[src/rtl/line_proc_pkg.sv]
// Shared types and constants for the line processing wrapper and its pixel datapath.
package line_proc_pkg;

    typedef enum logic [1:0] {
        MODE_PASS = 2'd0,
        MODE_GRAY = 2'd1,
        MODE_INV  = 2'd2,
        MODE_THR  = 2'd3
    } mode_t;

    typedef enum logic [1:0] {
        IDLE  = 2'd0,
        RUN   = 2'd1,
        DRAIN = 2'd2,
        DONE  = 2'd3
    } state_t;

    // Luma weights; they sum to 256 so full-scale input maps to full-scale luma.
    localparam int unsigned LUMA_C0 = 77;
    localparam int unsigned LUMA_C1 = 150;
    localparam int unsigned LUMA_C2 = 29;

endpackage

[src/rtl/line_proc_wrapper_pixel_op.sv]
// Two-stage pixel datapath: stage 1 registers the pixel and its luma, stage 2 applies the mode.
module pixel_op
    import line_proc_pkg::*;
#(
    parameter int unsigned CH     = 3,
    parameter int unsigned CH_W   = 8,
    parameter int unsigned THRESH = 128
) (
    input  logic                 CLK,
    input  logic                 RST,
    input  logic                 EN,
    input  logic                 IN_V,
    input  logic [CH*CH_W-1:0]   IN_PIX,
    input  mode_t                MODE,
    output logic                 OUT_V,
    output logic [CH*CH_W-1:0]   OUT_PIX
);
    localparam int unsigned PIX_W  = CH * CH_W;
    localparam int unsigned PROD_W = 2 * CH_W + 8;
    localparam int unsigned SUM_W  = 2 * CH_W + 10;

    logic [CH_W-1:0]   c0, c1, c2;
    logic [PROD_W-1:0] prod0, prod1, prod2;
    logic [SUM_W-1:0]  sum;
    logic [CH_W-1:0]   luma;
    logic              thr_hit;
    logic [PIX_W-1:0]  res;

    logic              v1_q, v2_q;
    logic [PIX_W-1:0]  pix1_q, pix2_q;
    logic [CH_W-1:0]   luma1_q;

    assign c0 = IN_PIX[PIX_W-1 -: CH_W];
    assign c1 = IN_PIX[PIX_W-1-CH_W -: CH_W];
    assign c2 = IN_PIX[PIX_W-1-2*CH_W -: CH_W];

    always_comb begin
        prod0 = PROD_W'(LUMA_C0) * PROD_W'(c0);
        prod1 = PROD_W'(LUMA_C1) * PROD_W'(c1);
        prod2 = PROD_W'(LUMA_C2) * PROD_W'(c2);
        sum   = SUM_W'(prod0) + SUM_W'(prod1) + SUM_W'(prod2);
        luma  = CH_W'(sum >> 8);
    end

    assign thr_hit = (luma1_q >= CH_W'(THRESH));

    // Only channels 0-2 carry colour; any further channels ride through gray/threshold untouched.
    always_comb begin
        res = pix1_q;
        case (MODE)
            MODE_GRAY: begin
                for (int unsigned c = 0; c < 3; c++) begin
                    res[PIX_W-1-c*CH_W -: CH_W] = luma1_q;
                end
            end
            MODE_INV: begin
                res = ~pix1_q;
            end
            MODE_THR: begin
                for (int unsigned c = 0; c < 3; c++) begin
                    res[PIX_W-1-c*CH_W -: CH_W] = {CH_W{thr_hit}};
                end
            end
            default: begin
                res = pix1_q;
            end
        endcase
    end

    always_ff @(posedge CLK or posedge RST) begin
        if (RST) begin
            v1_q    <= 1'b0;
            v2_q    <= 1'b0;
            pix1_q  <= '0;
            pix2_q  <= '0;
            luma1_q <= '0;
        end else if (EN) begin
            v1_q <= IN_V;
            v2_q <= v1_q;
            if (IN_V) begin
                pix1_q  <= IN_PIX;
                luma1_q <= luma;
            end
            if (v1_q) begin
                pix2_q <= res;
            end
        end
    end

    assign OUT_V   = v2_q;
    assign OUT_PIX = pix2_q;

endmodule

[src/rtl/line_proc_wrapper.sv]
// Line wrapper: one READ_LINE_DONE starts one line through pixel_op; OUT_READY stalls everything,
// and a trigger outside IDLE is dropped and recorded in the sticky OVERRUN flag.
module line_proc_wrapper
    import line_proc_pkg::*;
#(
    parameter int unsigned WIDTH  = 1600,
    parameter int unsigned POS_W  = 12,
    parameter int unsigned CH     = 3,
    parameter int unsigned CH_W   = 8,
    parameter int unsigned THRESH = 128
) (
    input  logic                   CLK,
    input  logic                   RST,
    input  logic                   READ_LINE_DONE,
    input  logic [POS_W-1:0]       READ_POSY,
    input  logic [1:0]             MODE,
    output logic                   IN_DE,
    input  logic [CH*CH_W+7:0]     IN_DATA,
    input  logic                   OUT_READY,
    output logic                   OUT_DE,
    output logic [CH*CH_W+7:0]     OUT_DATA,
    output logic                   WRITE_LINE_DONE,
    output logic [POS_W-1:0]       LINE_Y,
    output logic                   BUSY,
    output logic                   OVERRUN
);
    localparam int unsigned PIX_W = CH * CH_W;

    state_t           state_q;
    mode_t            mode_q;
    logic [POS_W-1:0] rpos_q;
    logic [POS_W-1:0] wpos_q, wpos_d;
    logic [POS_W-1:0] line_y_q;
    logic             overrun_q, busy_q, wld_q;

    logic             in_de, out_v, out_de, rd_last, wr_full;
    logic [PIX_W-1:0] in_pix, out_pix;

    assign in_de   = (state_q == RUN) && (rpos_q < POS_W'(WIDTH)) && OUT_READY;
    assign out_de  = out_v && OUT_READY;
    assign wpos_d  = out_de ? wpos_q + POS_W'(1) : wpos_q;
    assign rd_last = in_de && (rpos_q == POS_W'(WIDTH - 1));
    // Looking at the next write count lets DONE follow the last output directly.
    assign wr_full = (wpos_d == POS_W'(WIDTH));
    assign in_pix  = PIX_W'(IN_DATA >> 8);

    always_ff @(posedge CLK or posedge RST) begin
        if (RST) begin
            state_q   <= IDLE;
            mode_q    <= MODE_PASS;
            rpos_q    <= '0;
            wpos_q    <= '0;
            line_y_q  <= '0;
            overrun_q <= 1'b0;
            busy_q    <= 1'b0;
            wld_q     <= 1'b0;
        end else begin
            wld_q  <= 1'b0;
            wpos_q <= wpos_d;
            if (in_de) begin
                rpos_q <= rpos_q + POS_W'(1);
            end
            if (READ_LINE_DONE && (state_q != IDLE)) begin
                overrun_q <= 1'b1;
            end
            case (state_q)
                IDLE: begin
                    if (READ_LINE_DONE) begin
                        line_y_q <= READ_POSY;
                        mode_q   <= mode_t'(MODE);
                        rpos_q   <= '0;
                        wpos_q   <= '0;
                        busy_q   <= 1'b1;
                        state_q  <= RUN;
                    end
                end
                RUN: begin
                    if (rd_last) begin
                        state_q <= DRAIN;
                    end
                end
                DRAIN: begin
                    if (wr_full) begin
                        wld_q   <= 1'b1;
                        state_q <= DONE;
                    end
                end
                DONE: begin
                    busy_q  <= 1'b0;
                    state_q <= IDLE;
                end
                default: begin
                    state_q <= IDLE;
                end
            endcase
        end
    end

    pixel_op #(
        .CH     (CH),
        .CH_W   (CH_W),
        .THRESH (THRESH)
    ) u_pixel_op (
        .CLK     (CLK),
        .RST     (RST),
        .EN      (OUT_READY),
        .IN_V    (in_de),
        .IN_PIX  (in_pix),
        .MODE    (mode_q),
        .OUT_V   (out_v),
        .OUT_PIX (out_pix)
    );

    assign IN_DE           = in_de;
    assign OUT_DE          = out_de;
    assign OUT_DATA        = {out_pix, 8'hff};
    assign WRITE_LINE_DONE = wld_q;
    assign LINE_Y          = line_y_q;
    assign BUSY            = busy_q;
    assign OVERRUN         = overrun_q;

endmodule

[config.mk]
export PLATFORM = sky130hd
export DESIGN_NAME = line_proc_wrapper
export DESIGN_NICKNAME = d
export VERILOG_FILES = /design/src/rtl/line_proc_pkg.sv /design/src/rtl/line_proc_wrapper_pixel_op.sv /design/src/rtl/line_proc_wrapper.sv
export SDC_FILE = /design/constraint.sdc
export NUM_CORES = 1
export LEC_CHECK = 0
export BUFFER_PORTS_ARGS = -buffer_cell sky130_fd_sc_hd__clkbuf_2
export CORE_ASPECT_RATIO = 1.1
export CORE_MARGIN = 5
export CORE_UTILIZATION = 50
export DETAILED_ROUTE_END_ITERATION = 12
export GPL_TIMING_DRIVEN = 1
export PLACE_DENSITY = 0.81
export SLEW_MARGIN = 20
export SYNTH_ARGS = -nofsm -noshare
export SYNTH_HDL_FRONTEND = slang
export SYNTH_SLANG_ARGS = --single-unit
[constraint.sdc]
create_clock -name CLK -period 3.1 [get_ports CLK]
set_input_delay 0.155 -clock CLK [delete_from_list [all_inputs] [get_ports CLK]]
set_output_delay 0.155 -clock CLK [all_outputs]
set_load 0.02 [all_outputs]
==> qor.csv, run 1 <==
stage,metric,value,unit
global_route,grt_overflow,0,
place,place_area,0.00884,mm^2
final_layout,syn_to_final_growth,23.9,%
synth,synthCells,851,
sta,period_share,168,%
clocking,numClockSinks,101,
routing,drtIter0Drc,344,
floorplan,die_h,140,um
clocking,clk_pin_slew,80,ps
hold_path,hold_end,LINE_Y[2],
sta,setup_ws,-2090,ps
clocking,cts_max_level,3,
worst_setup_path,ff2ff_path_depth,8,
status,status,finished with violations,
worst_setup_path,worstSetupEndpointType,flop,
place,port_buffers,82,
global_route,grt_start_max_net_pins,60,
floorplan,dieArea,0.0179,mm^2
hold_path,holdPathStages,3,
synth,synth_area,0.00765,mm^2
clocking,cts_root_buf,clkbuf_16,
clocking,cts_tree,built,
power_and_ir_drop,finalPower,11.6,mW
final_layout,final_nets,1204,
power_and_ir_drop,peakVddDrop,1200,uV
sta,drv_slew,0,
floorplan,core_area,0.0151,mm^2
floorplan,die_w,128,um
status,violations,setup timing,
place,dp_slack,-2570,ps
global_route,grt_pass1_vias,6268,
synth,avgSynthCellArea,9.00,um^2
sta,skew,11.7,ps
routing,wl,17800,um
hold_path,hold_start,READ_POSY[2],
final_layout,final_cell_mix,"nand2_1, dfrtp_1, inv_1",
worst_setup_path,rrSetupSlack,690,ps
clocking,insertion_delay,350,ps
power_and_ir_drop,power.density,1220,mW/mm^2
worst_setup_path,r2r-start,rpos_q[8],
worst_setup_path,timing.rr.end,state_q[1],
worst_setup_path,critPathMaxFanout,3,
hold_path,hold_path.class,primary input to flop,
sta,setup_tns,-15890,ps
final_layout,finalInstanceArea,0.00948,mm^2
floorplan,rows,47,
routing,ant_nets,0,
final_layout,layout-drive-gt1-share,22.4,%
place,dp_hpwl,13500,um
final_layout,n_antenna_cell,0,
sta,period_needed,5190,ps
routing,num_vias,6202,
synth,synthFlopType,dfrtp_1,
routing,firstDrtPassIters,5,
synth,ys_ff_latch,101,
worst_setup_path,crit_type,primary input to flop,
worst_setup_path,arrival,5410,ps
sta,max_freq,193,MHz
global_route,grt_pass1_wl,29900,um
synth,async_flop_share,100,%
flow_run,maxCapViolations,0,
routing,drc,0,
power_and_ir_drop,cellLeakagePower,4.96,nW
routing,drt-vias-per-instance,5.13,
global_route,grt_antenna_before_repair,0,
synth,synth_seq_area_share,33.0,%
clocking,cts_buffers,9,
worst_setup_path,start_kind,primary input,
synth,synth-edff-count,0,
floorplan,io_pins,99,
sta,hold_viol,0,
global_route,grt_use_total,20.2,%
sta,relSlewSlack,45.9,%
final_layout,final_cell_count_no_fill,1210,
worst_setup_path,cp.required,3320,ps
floorplan,initial_core_util,50.8,%
place,place.gp.congestion,0.826,
sta,rsz0062_at_grt,true,
sta,finalSetupViolations,8,
final_layout,final_common_cell,nand2_1,
clocking,cts_buffer_depth,2,
synth,ys_warn_count,0,
synth,synth_cell_type_count,49,
place,dp.cells,1179,
routing,wl_per_cell,14.7,um
sta,tightest_slew,812,ps
[sequential cells by signal, indices dropped and copies added, names as in the netlist]
register	flops
WRITE_LINE_DONE	1
u_pixel_op.OUT_V	1
u_pixel_op.OUT_PIX	24
u_pixel_op.pix1_q	24
state_q	2
u_pixel_op.v1_q	1
mode_q	2
BUSY	1
LINE_Y	12
u_pixel_op.luma1_q	8
wpos_q	12
rpos_q	12
OVERRUN	1
[how the worst max path moves through the flow]
stage               cells past startpoint         from  slack, ps                    end
global route                           27  IN_DATA[19]      -2280  u_pixel_op.luma1_q[5]
finish                                 22  IN_DATA[20]      -2090  u_pixel_op.luma1_q[5]
CTS                                    22  IN_DATA[20]      -2050  u_pixel_op.luma1_q[5]
floorplan                              21  IN_DATA[20]      -2160  u_pixel_op.luma1_q[5]
detailed placement                     22  IN_DATA[20]      -2570  u_pixel_op.luma1_q[7]
global placement                       22  IN_DATA[20]      -2450  u_pixel_op.luma1_q[5]
[per-stage QoR]
step	hold WS, ps	util [%]
final	2.21	63.0
after global routing	13.0	63.0
after CTS	1.63	61.9
after detailed placement	323	58.7
after global placement	314	58.7
after floorplan	260	-
[layer usage]
layer | global-route usage, % | routed length, um | vias up
li1 | - | - | 3061
met1 | 27.7 | 7760 | 2984
met2 | 34.2 | 9100 | 128
met3 | 2.34 | 604 | 29
met4 | 5.31 | 335 | 0
met5 | 0 | 0 | -
[Yosys cell counts (all sizes together) (8+ instances only)]
cell type	number	share of area [%]
xnor2	12	1.4
xor2	24	2.7
dfrtp	101	33
nand3	10	0.72
o21ai	62	4.1
nor2	75	3.7
inv	103	5.1
nor3	8	0.52
nand2b	10	0.82
nand2	163	8.0
ha	90	15
fa	55	14
buf	10	0.90
clkbuf	22	1.1
a21oi	43	2.9
[cell families (layout without fill, tap and decap cells)]
family / count (synthesis) / after routing / share of synthesized area, %
multiplexers: 2 / 2 / 0.278
buffers and inverters: 135 / 291 / 7.03
AND/OR/NAND/NOR: 295 / 295 / 16.2
adder cells (fa/ha/maj): 145 / 145 / 29.1
other: 1 / 8 / 0.0490
AO/OA/AOI/OAI: 136 / 136 / 10.2
flip-flops: 101 / 101 / 33.0
XOR/XNOR: 36 / 36 / 4.12
[critical path, stage by stage]
cell and delay, ps:
buf_8 100, ha_4 240, ha_4 250, inv_2 30, fa_1 480, inv_1 50, fa_1 480, ha_4 320
xor2_2 150, fa_2 470, fa_1 500, fa_2 540, inv_2 40, fa_1 480, ha_4 290, nand2_2 40
a21oi_2 110, o21ai_2 100, a21oi_2 210, nand2b_4 160, xnor2_2 110, o21ai_1 90
[timing repair]
item / 4_1_cts / 5_1_grt
endpoints found under the hold margin: 68 / 0
buffers inserted: 0 / 3
resized for setup: 16 / 32
hold buffers: 12 / 0
setup endpoints to repair: 8 / 8
pin swaps: 15 / 32
[area by class of cell]
class / instances / area [um^2]
fillers: 1230 / 5570
multi-input cells: 622 / 4880
flip-flops and latches: 101 / 2530
repair buffers: 172 / 1150
inverters: 103 / 389
well taps: 196 / 245
clock buffers: 9 / 225
clock inverters: 7 / 65.1
[power by group]
| group | switching [mW] | internal (mW) |
|---|---|---|
| clock | 0.534 | 0.564 |
| sequential | 0.287 | 1.79 |
| combinational | 4.58 | 3.82 |
| total | 5.40 | 6.18 |
No activity file was read; power rests on OpenSTA's default activity.
==> inputs of run 2 (changes only) <==
--- a/config.mk
+++ b/config.mk
@@ -5,13 +5,13 @@
 export SDC_FILE = /design/constraint.sdc
 export NUM_CORES = 1
 export LEC_CHECK = 0
-export BUFFER_PORTS_ARGS = -buffer_cell sky130_fd_sc_hd__clkbuf_2
 export CORE_ASPECT_RATIO = 1.1
 export CORE_MARGIN = 5
 export CORE_UTILIZATION = 50
 export DETAILED_ROUTE_END_ITERATION = 12
+export DONT_BUFFER_PORTS = 1
 export GPL_TIMING_DRIVEN = 1
-export PLACE_DENSITY = 0.81
+export PLACE_DENSITY = 0.75
 export SLEW_MARGIN = 20
 export SYNTH_ARGS = -nofsm -noshare
 export SYNTH_HDL_FRONTEND = slang
==> run 2 against run 1 <==
  * Fmax up 1.9%
  * Design area down 4.4%
  * Largest cell class unchanged
  * Routed wire length down 2.2%
  * Critical path depth down 1
  * Highest routed layer unchanged
  * The flow still finishes with violations (setup timing)
  * Via count down 6.9%
  * Core utilization down 2.8 points
  * Non-clock buffer count down 86
==> qor.csv, run 2 (synthesis results as in run 1) <==
stage,metric,value,unit,change
place,dp_slack,-2410,ps,+155 ps
final_layout,n_antenna_cell,0,,unchanged
clocking,cts_root_buf,clkbuf_16,,
final_layout,post-route-util,60.2,%,-2.8 points
worst_setup_path,critPathMaxFanout,5,,+2
global_route,grt_overflow,0,,unchanged
place,port_buffers,0,,-100%
global_route,busiest_layer,met2,,
global_route,grt_use_met3,4.25,%,+1.9 points
status,status,finished with violations,,
global_route,grt_use_total,20.3,%,+0.045 points
global_route,grt_pass1_vias,6072,,-3.1%
floorplan,initial_core_util,50.8,%,unchanged
routing,ant_nets,0,,unchanged
worst_setup_path,crit_type,primary input to flop,,
floorplan,dieArea,0.0179,mm^2,unchanged
worst_setup_path,cp.required,3310,ps,about the same
worst_setup_path,cp_top_family,adder cells,,
place,dp_hpwl,13200,um,-2.8%
power_and_ir_drop,cellLeakagePower,4.59,nW,-7.5%
final_layout,finalInstanceArea,0.00906,mm^2,-4.4%
routing,num_vias,5771,,-6.9%
final_layout,final_nets,1118,,-7.1%
floorplan,die_w,128,um,unchanged
worst_setup_path,cpPeakStageDelay,580,ps,+40 ps
global_route,grt_pass1_wl,29700,um,-0.62%
clocking,cts_buffer_depth,2,,unchanged
worst_setup_path,worstSetupEndpointType,flop,,
clocking,insertion_delay,350,ps,about the same
routing,drc,0,,unchanged
final_layout,layout-drive-gt1-share,12.2,%,-10 points
sta,finalSetupViolations,8,,unchanged
global_route,grtUsageMet1,26.9,%,-0.77 points
routing,wl,17400,um,-2.2%
final_layout,fillerInstances,1269,,+3.2%
sta,drv_slew,0,,unchanged
worst_setup_path,crit_chain,ha_4 > ha_4 > inv_2 > fa_1 > inv_2 > fa_1 > ha_4 > xor2_2 > fa_2 > fa_1 > fa_2 > inv_2 > fa_1 > ha_4 > nand2_2 > a21oi_2 > o21ai_2 > a21oi_2 > nand2b_4 > xnor2_2 > o21ai_1,,
global_route,grt_antenna_before_repair,0,,unchanged
status,violations,setup timing,,
hold_path,hold_path.class,primary input to flop,,
floorplan,rows,47,,unchanged
worst_setup_path,start_kind,primary input,,
clocking,cts_buffers,9,,unchanged
clocking,cts_max_level,3,,unchanged
floorplan,core_area,0.0151,mm^2,unchanged
sta,whs,26.9,ps,+24.7 ps
global_route,use_met2,33.6,%,-0.58 points
routing,firstDrtPassIters,4,,-1
routing,drtIter0Drc,346,,+0.58%
power_and_ir_drop,power.density,1210,mW/mm^2,-0.73%
routing,wl_per_cell,15.5,um,+5.2%
routing,drt-vias-per-instance,5.13,,+0.17%
sta,max_freq,196,MHz,+1.9%
sta,setup_tns,-15020,ps,+868 ps
sta,relSlewSlack,47.1,%,+1.2 points
sta,rsz0062_at_grt,true,,
final_layout,syn_to_final_growth,18.4,%,
sta,period_needed,5100,ps,-96.5 ps
sta,period_share,164,%,-3.1 points
sta,tightest_slew,794,ps,-17.9 ps
final_layout,final_cell_count_no_fill,1124,,-7.1%
sta,setup_ws,-2000,ps,+96.5 ps
power_and_ir_drop,finalPower,11.0,mW,-5.1%
sta,hold_viol,0,,unchanged
power_and_ir_drop,peakVddDrop,1150,uV,-4.1%
sta,skew,8.10,ps,-3.64 ps
final_layout,final_common_cell,nand2_1,,
floorplan,io_pins,99,,unchanged
flow_run,maxCapViolations,0,,unchanged
worst_setup_path,arrival,5310,ps,-100 ps
place,place_area,0.00824,mm^2,-6.8%
global_route,grt_start_max_net_pins,67,,+12%
clocking,cts_tree,built,,
clocking,numClockSinks,101,,unchanged
worst_setup_path,cpMaxStageDelayCell,fa_1,,
clocking,clk_pin_slew,70,ps,about the same
floorplan,die_h,140,um,unchanged
place,place.gp.congestion,0.868,,+5.1%
final_layout,final_cell_mix,"nand2_1, dfrtp_1, inv_1",,
worst_setup_path,crit_buf_inv,3,,-1
place,dp.cells,1072,,-9.1%
==> run 2: area by class of cell <==
cell class | instances | area (um^2) | area share, %
repair buffers | 86 | 731 | 8.06
inverters | 103 | 389 | 4.29
flip-flops and latches | 101 | 2530 | 27.9
multi-input cells | 622 | 4850 | 53.5
clock buffers | 9 | 225 | 2.48
well taps | 196 | 245 | 2.71
clock inverters | 7 | 98.8 | 1.09
==> run 2: what timing repair did <==
action,in CTS,in global routing
setup endpoints to repair,8,8
buffers inserted,0,2
gates resized for setup,14,14
pin swaps,14,16
hold endpoints to repair,98,0
hold buffers,34,0
==> run 2: metal layers <==
layer	part of all wire, %	wire length [um]
met1	44	7580
met2	49	8520
met3	5.2	911
met4	2.2	387
met5	0	0
==> run 2: worst paths after layout <==
kind / cells after the start / end / slack (ps) / start
setup reg to reg: 9 / rpos_q[7] / 560 / rpos_q[8]
max in group asynchronous: 3 / rpos_q[11] / 1870 / RST
hold reg to reg: 2 / u_pixel_op.pix1_q[9] / 480 / u_pixel_op.pix1_q[9]
hold / removal: 2 / u_pixel_op.pix1_q[16] / 30 / IN_DATA[24]
min in group asynchronous: 2 / u_pixel_op.OUT_PIX[2] / 450 / RST
setup / recovery: 21 / u_pixel_op.luma1_q[5] / -2000 / IN_DATA[20]
==> run 2: report_power, final <==
group / internal, mW / switching (mW) / leakage, nW
clock network: 0.711 / 0.494 / 0.156
logic: 3.53 / 3.83 / 3.14
registers: 1.79 / 0.627 / 1.30
==> inputs of run 3 (changes only) <==
--- a/config.mk
+++ b/config.mk
@@ -11,7 +11,7 @@
 export DETAILED_ROUTE_END_ITERATION = 12
 export DONT_BUFFER_PORTS = 1
 export GPL_TIMING_DRIVEN = 1
-export PLACE_DENSITY = 0.75
+export PLACE_DENSITY_LB_ADDON = 0.12
 export SLEW_MARGIN = 20
 export SYNTH_ARGS = -nofsm -noshare
 export SYNTH_HDL_FRONTEND = slang
==> constraint.sdc (replaced) <==
create_clock -name CLK -period 3.1 [get_ports CLK]
set_input_delay 0.31 -clock CLK [delete_from_list [all_inputs] [get_ports CLK]]
set_output_delay 0.31 -clock CLK [all_outputs]
set_load 0.02 [all_outputs]
==> run 3 against run 2 <==
  * The run ends with hold timing, setup timing left
  * Design area fell by 3.5%
  * Clock-buffer cell count grew 3
  * Non-clock buffer count fell by 35
  * Clock power fell by 8%
  * Critical endpoint is now u_pixel_op.luma1_q[7]
==> qor.csv, run 3 (synthesis results as in run 1) <==
stage,metric,value,unit,change
worst_setup_path,cpPeakStageDelay,580,ps,about the same
sta,finalSetupViolations,8,,unchanged
routing,drc,0,,unchanged
final_layout,finalInstanceArea,0.00874,mm^2,-3.5%
routing,wl_per_cell,15.7,um,+1.4%
clocking,cts_buffer_depth,2,,unchanged
clocking,hold_buffers,0,,-100%
worst_setup_path,critPathMaxFanout,5,,unchanged
sta,setup_ws,-2180,ps,-180 ps
power_and_ir_drop,finalPower,11.0,mW,+0.32%
status,status,finished with violations,,
final_layout,final_common_cell,nand2_1,,
power_and_ir_drop,switching_share,46.0,%,+0.91 points
hold_path,hold_path.class,primary input to async pin,,
place,dp_hpwl,13700,um,+4.3%
flow_run,maxCapViolations,0,,unchanged
floorplan,die_w,128,um,unchanged
power_and_ir_drop,p_switching,5.06,mW,+2.3%
clocking,cts_tree,built,,
floorplan,die_h,140,um,unchanged
final_layout,post-route-util,58.1,%,-2.1 points
floorplan,io_pins,99,,unchanged
clocking,clk_pin_slew,60,ps,about the same
global_route,grt_start_max_net_pins,87,,+30%
worst_setup_path,worstSetupEndpointType,flop,,
sta,max_freq,190,MHz,-3.4%
sta,period_share,170,%,+5.8 points
worst_setup_path,arrival,5480,ps,+170 ps
routing,num_vias,5639,,-2.3%
place,dp_slack,-2660,ps,-243 ps
place,place_area,0.00824,mm^2,about the same
final_layout,n_antenna_cell,0,,unchanged
sta,rsz0062_at_grt,true,,
worst_setup_path,start_kind,primary input,,
worst_setup_path,cp.required,3300,ps,about the same
power_and_ir_drop,seqPwrFrac,21.9,%,about the same
final_layout,final_cell_mix,"nand2_1, dfrtp_1, inv_1",,
clocking,numClockSinks,101,,unchanged
sta,setup_tns,-16530,ps,-1510 ps
sta,whs,-23.6,ps,-50.6 ps
power_and_ir_drop,cellLeakagePower,4.42,nW,-3.8%
routing,drtIter0Drc,276,,-20%
worst_setup_path,crit_type,primary input to flop,,
floorplan,dieArea,0.0179,mm^2,unchanged
power_and_ir_drop,clockPowerShare,10.1,%,-0.9 points
final_layout,fillerInstances,1396,,+10%
power_and_ir_drop,combPwrFrac,68.1,%,+1.1 points
sta,tightest_slew,756,ps,-38.0 ps
floorplan,rows,47,,unchanged
global_route,grt_antenna_before_repair,0,,unchanged
power_and_ir_drop,power.density,1260,mW/mm^2,+4.0%
sta,hold_viol,45,,+45
clocking,cts_root_buf,clkbuf_16,,
routing,firstDrtPassIters,4,,unchanged
final_layout,seq_area,0.00253,mm^2,unchanged
global_route,grt_use_total,19.2,%,-1.0 points
power_and_ir_drop,peakVddDrop,1180,uV,+2.9%
final_layout,syn_to_final_growth,14.2,%,
clocking,insertion_delay,340,ps,about the same
clocking,cts_max_level,3,,unchanged
final_layout,multi_input_area,0.00490,mm^2,+1.2%
global_route,grt_pass1_vias,5827,,-4.0%
sta,period_needed,5280,ps,+180 ps
floorplan,initial_core_util,50.8,%,unchanged
routing,drt-vias-per-instance,5.18,,+0.85%
final_layout,final_cell_count_no_fill,1089,,-3.1%
global_route,grt_overflow,0,,unchanged
worst_setup_path,crit_chain,ha_4 > ha_4 > inv_2 > fa_1 > inv_2 > fa_1 > ha_4 > xor2_2 > fa_2 > fa_1 > fa_2 > inv_2 > fa_1 > ha_4 > nand2_2 > a21oi_2 > o21ai_2 > a21oi_2 > o21ai_1 > xnor2_1 > o21ai_1,,
status,violations,"hold timing, setup timing",,
final_layout,final_nets,1083,,-3.1%
place,port_buffers,0,,unchanged
place,place.gp.congestion,0.821,,-5.4%
power_and_ir_drop,internal_power,5.95,mW,-1.3%
place,dp.cells,1071,,-0.093%
sta,relSlewSlack,49.6,%,+2.5 points
floorplan,core_area,0.0151,mm^2,unchanged
clocking,cts_buffers,9,,unchanged
final_layout,layout-drive-gt1-share,13.4,%,+1.3 points
global_route,grt_pass1_wl,28000,um,-5.8%
sta,drv_slew,0,,unchanged
worst_setup_path,cpMaxStageDelayCell,fa_1,,
routing,wl,17100,um,-1.8%
sta,skew,8.18,ps,+0.0824 ps
routing,ant_nets,0,,unchanged
## run 3: cell count changes in the layout (fill, tap and decap cells not counted), moves of 2 or more
cell	before	now
ha_1	78	74
clkinv_4	2	0
inv_1	96	91
ha_4	11	15
inv_2	6	11
clkbuf_1	0	2
dlygate4sd3_1	34	0
## run 3: layout make-up
type	count	area share (%)
Inverter	103	4.48
Sequential cell	101	28.9
Timing Repair Buffer	51	4.38
Clock buffer	12	2.82
Tap cell	196	2.80
Clock inverter	4	0.544
Multi-Input combinational cell	622	56.1
## run 3: what timing repair did
item | 4_1_cts | 5_1_grt
setup endpoints to repair | 8 | 8
buffers inserted | 2 | 1
gates resized for setup | 13 | 27
pin swaps | 17 | 38
## run 3: critical path, delay by kind of cell
kind,cells,cell delay [ps]
fa+ha+maj,10,4080
compound gates,5,590
buf+inv,3,110
xor+xnor,2,340
simple gates,1,50
## run 3: path summary, 6_finish.rpt
| path | from | endpoint | slack (ps) | cells past startpoint |
|---|---|---|---|---|
| max in group asynchronous | RST | u_pixel_op.pix1_q[19] | 2460 | 2 |
| max reg2reg | rpos_q[8] | rpos_q[7] | 690 | 9 |
| min in group CLK | IN_DATA[23] | u_pixel_op.pix1_q[15] | 80 | 2 |
| max | IN_DATA[20] | u_pixel_op.luma1_q[7] | -2180 | 21 |
| min | RST | u_pixel_op.OUT_PIX[11] | -20 | 1 |
| min reg2reg | u_pixel_op.pix1_q[8] | u_pixel_op.pix1_q[8] | 480 | 2 |
## run 3: power by group through the flow
stage	Combinational, mW	Clock [mW]	Sequential (mW)
5_1_grt	8.42	1.19	2.47
6_report	7.50	1.11	2.41
3_5_place_dp	6.45	0	2.44
3_3_place_gp	6.25	0	2.41
2_1_floorplan	4.56	0	2.30
4_1_cts	6.76	1.13	2.41
## run 3: metal layers
layer / vias up / share of wire [%] / track usage, %
li1: 2817 / - / -
met1: 2692 / 44 / 25.4
met2: 108 / 49 / 31.3
met3: 22 / 5.2 / 3.41
met4: 0 / 2.1 / 7.82
met5: - / 0 / 0
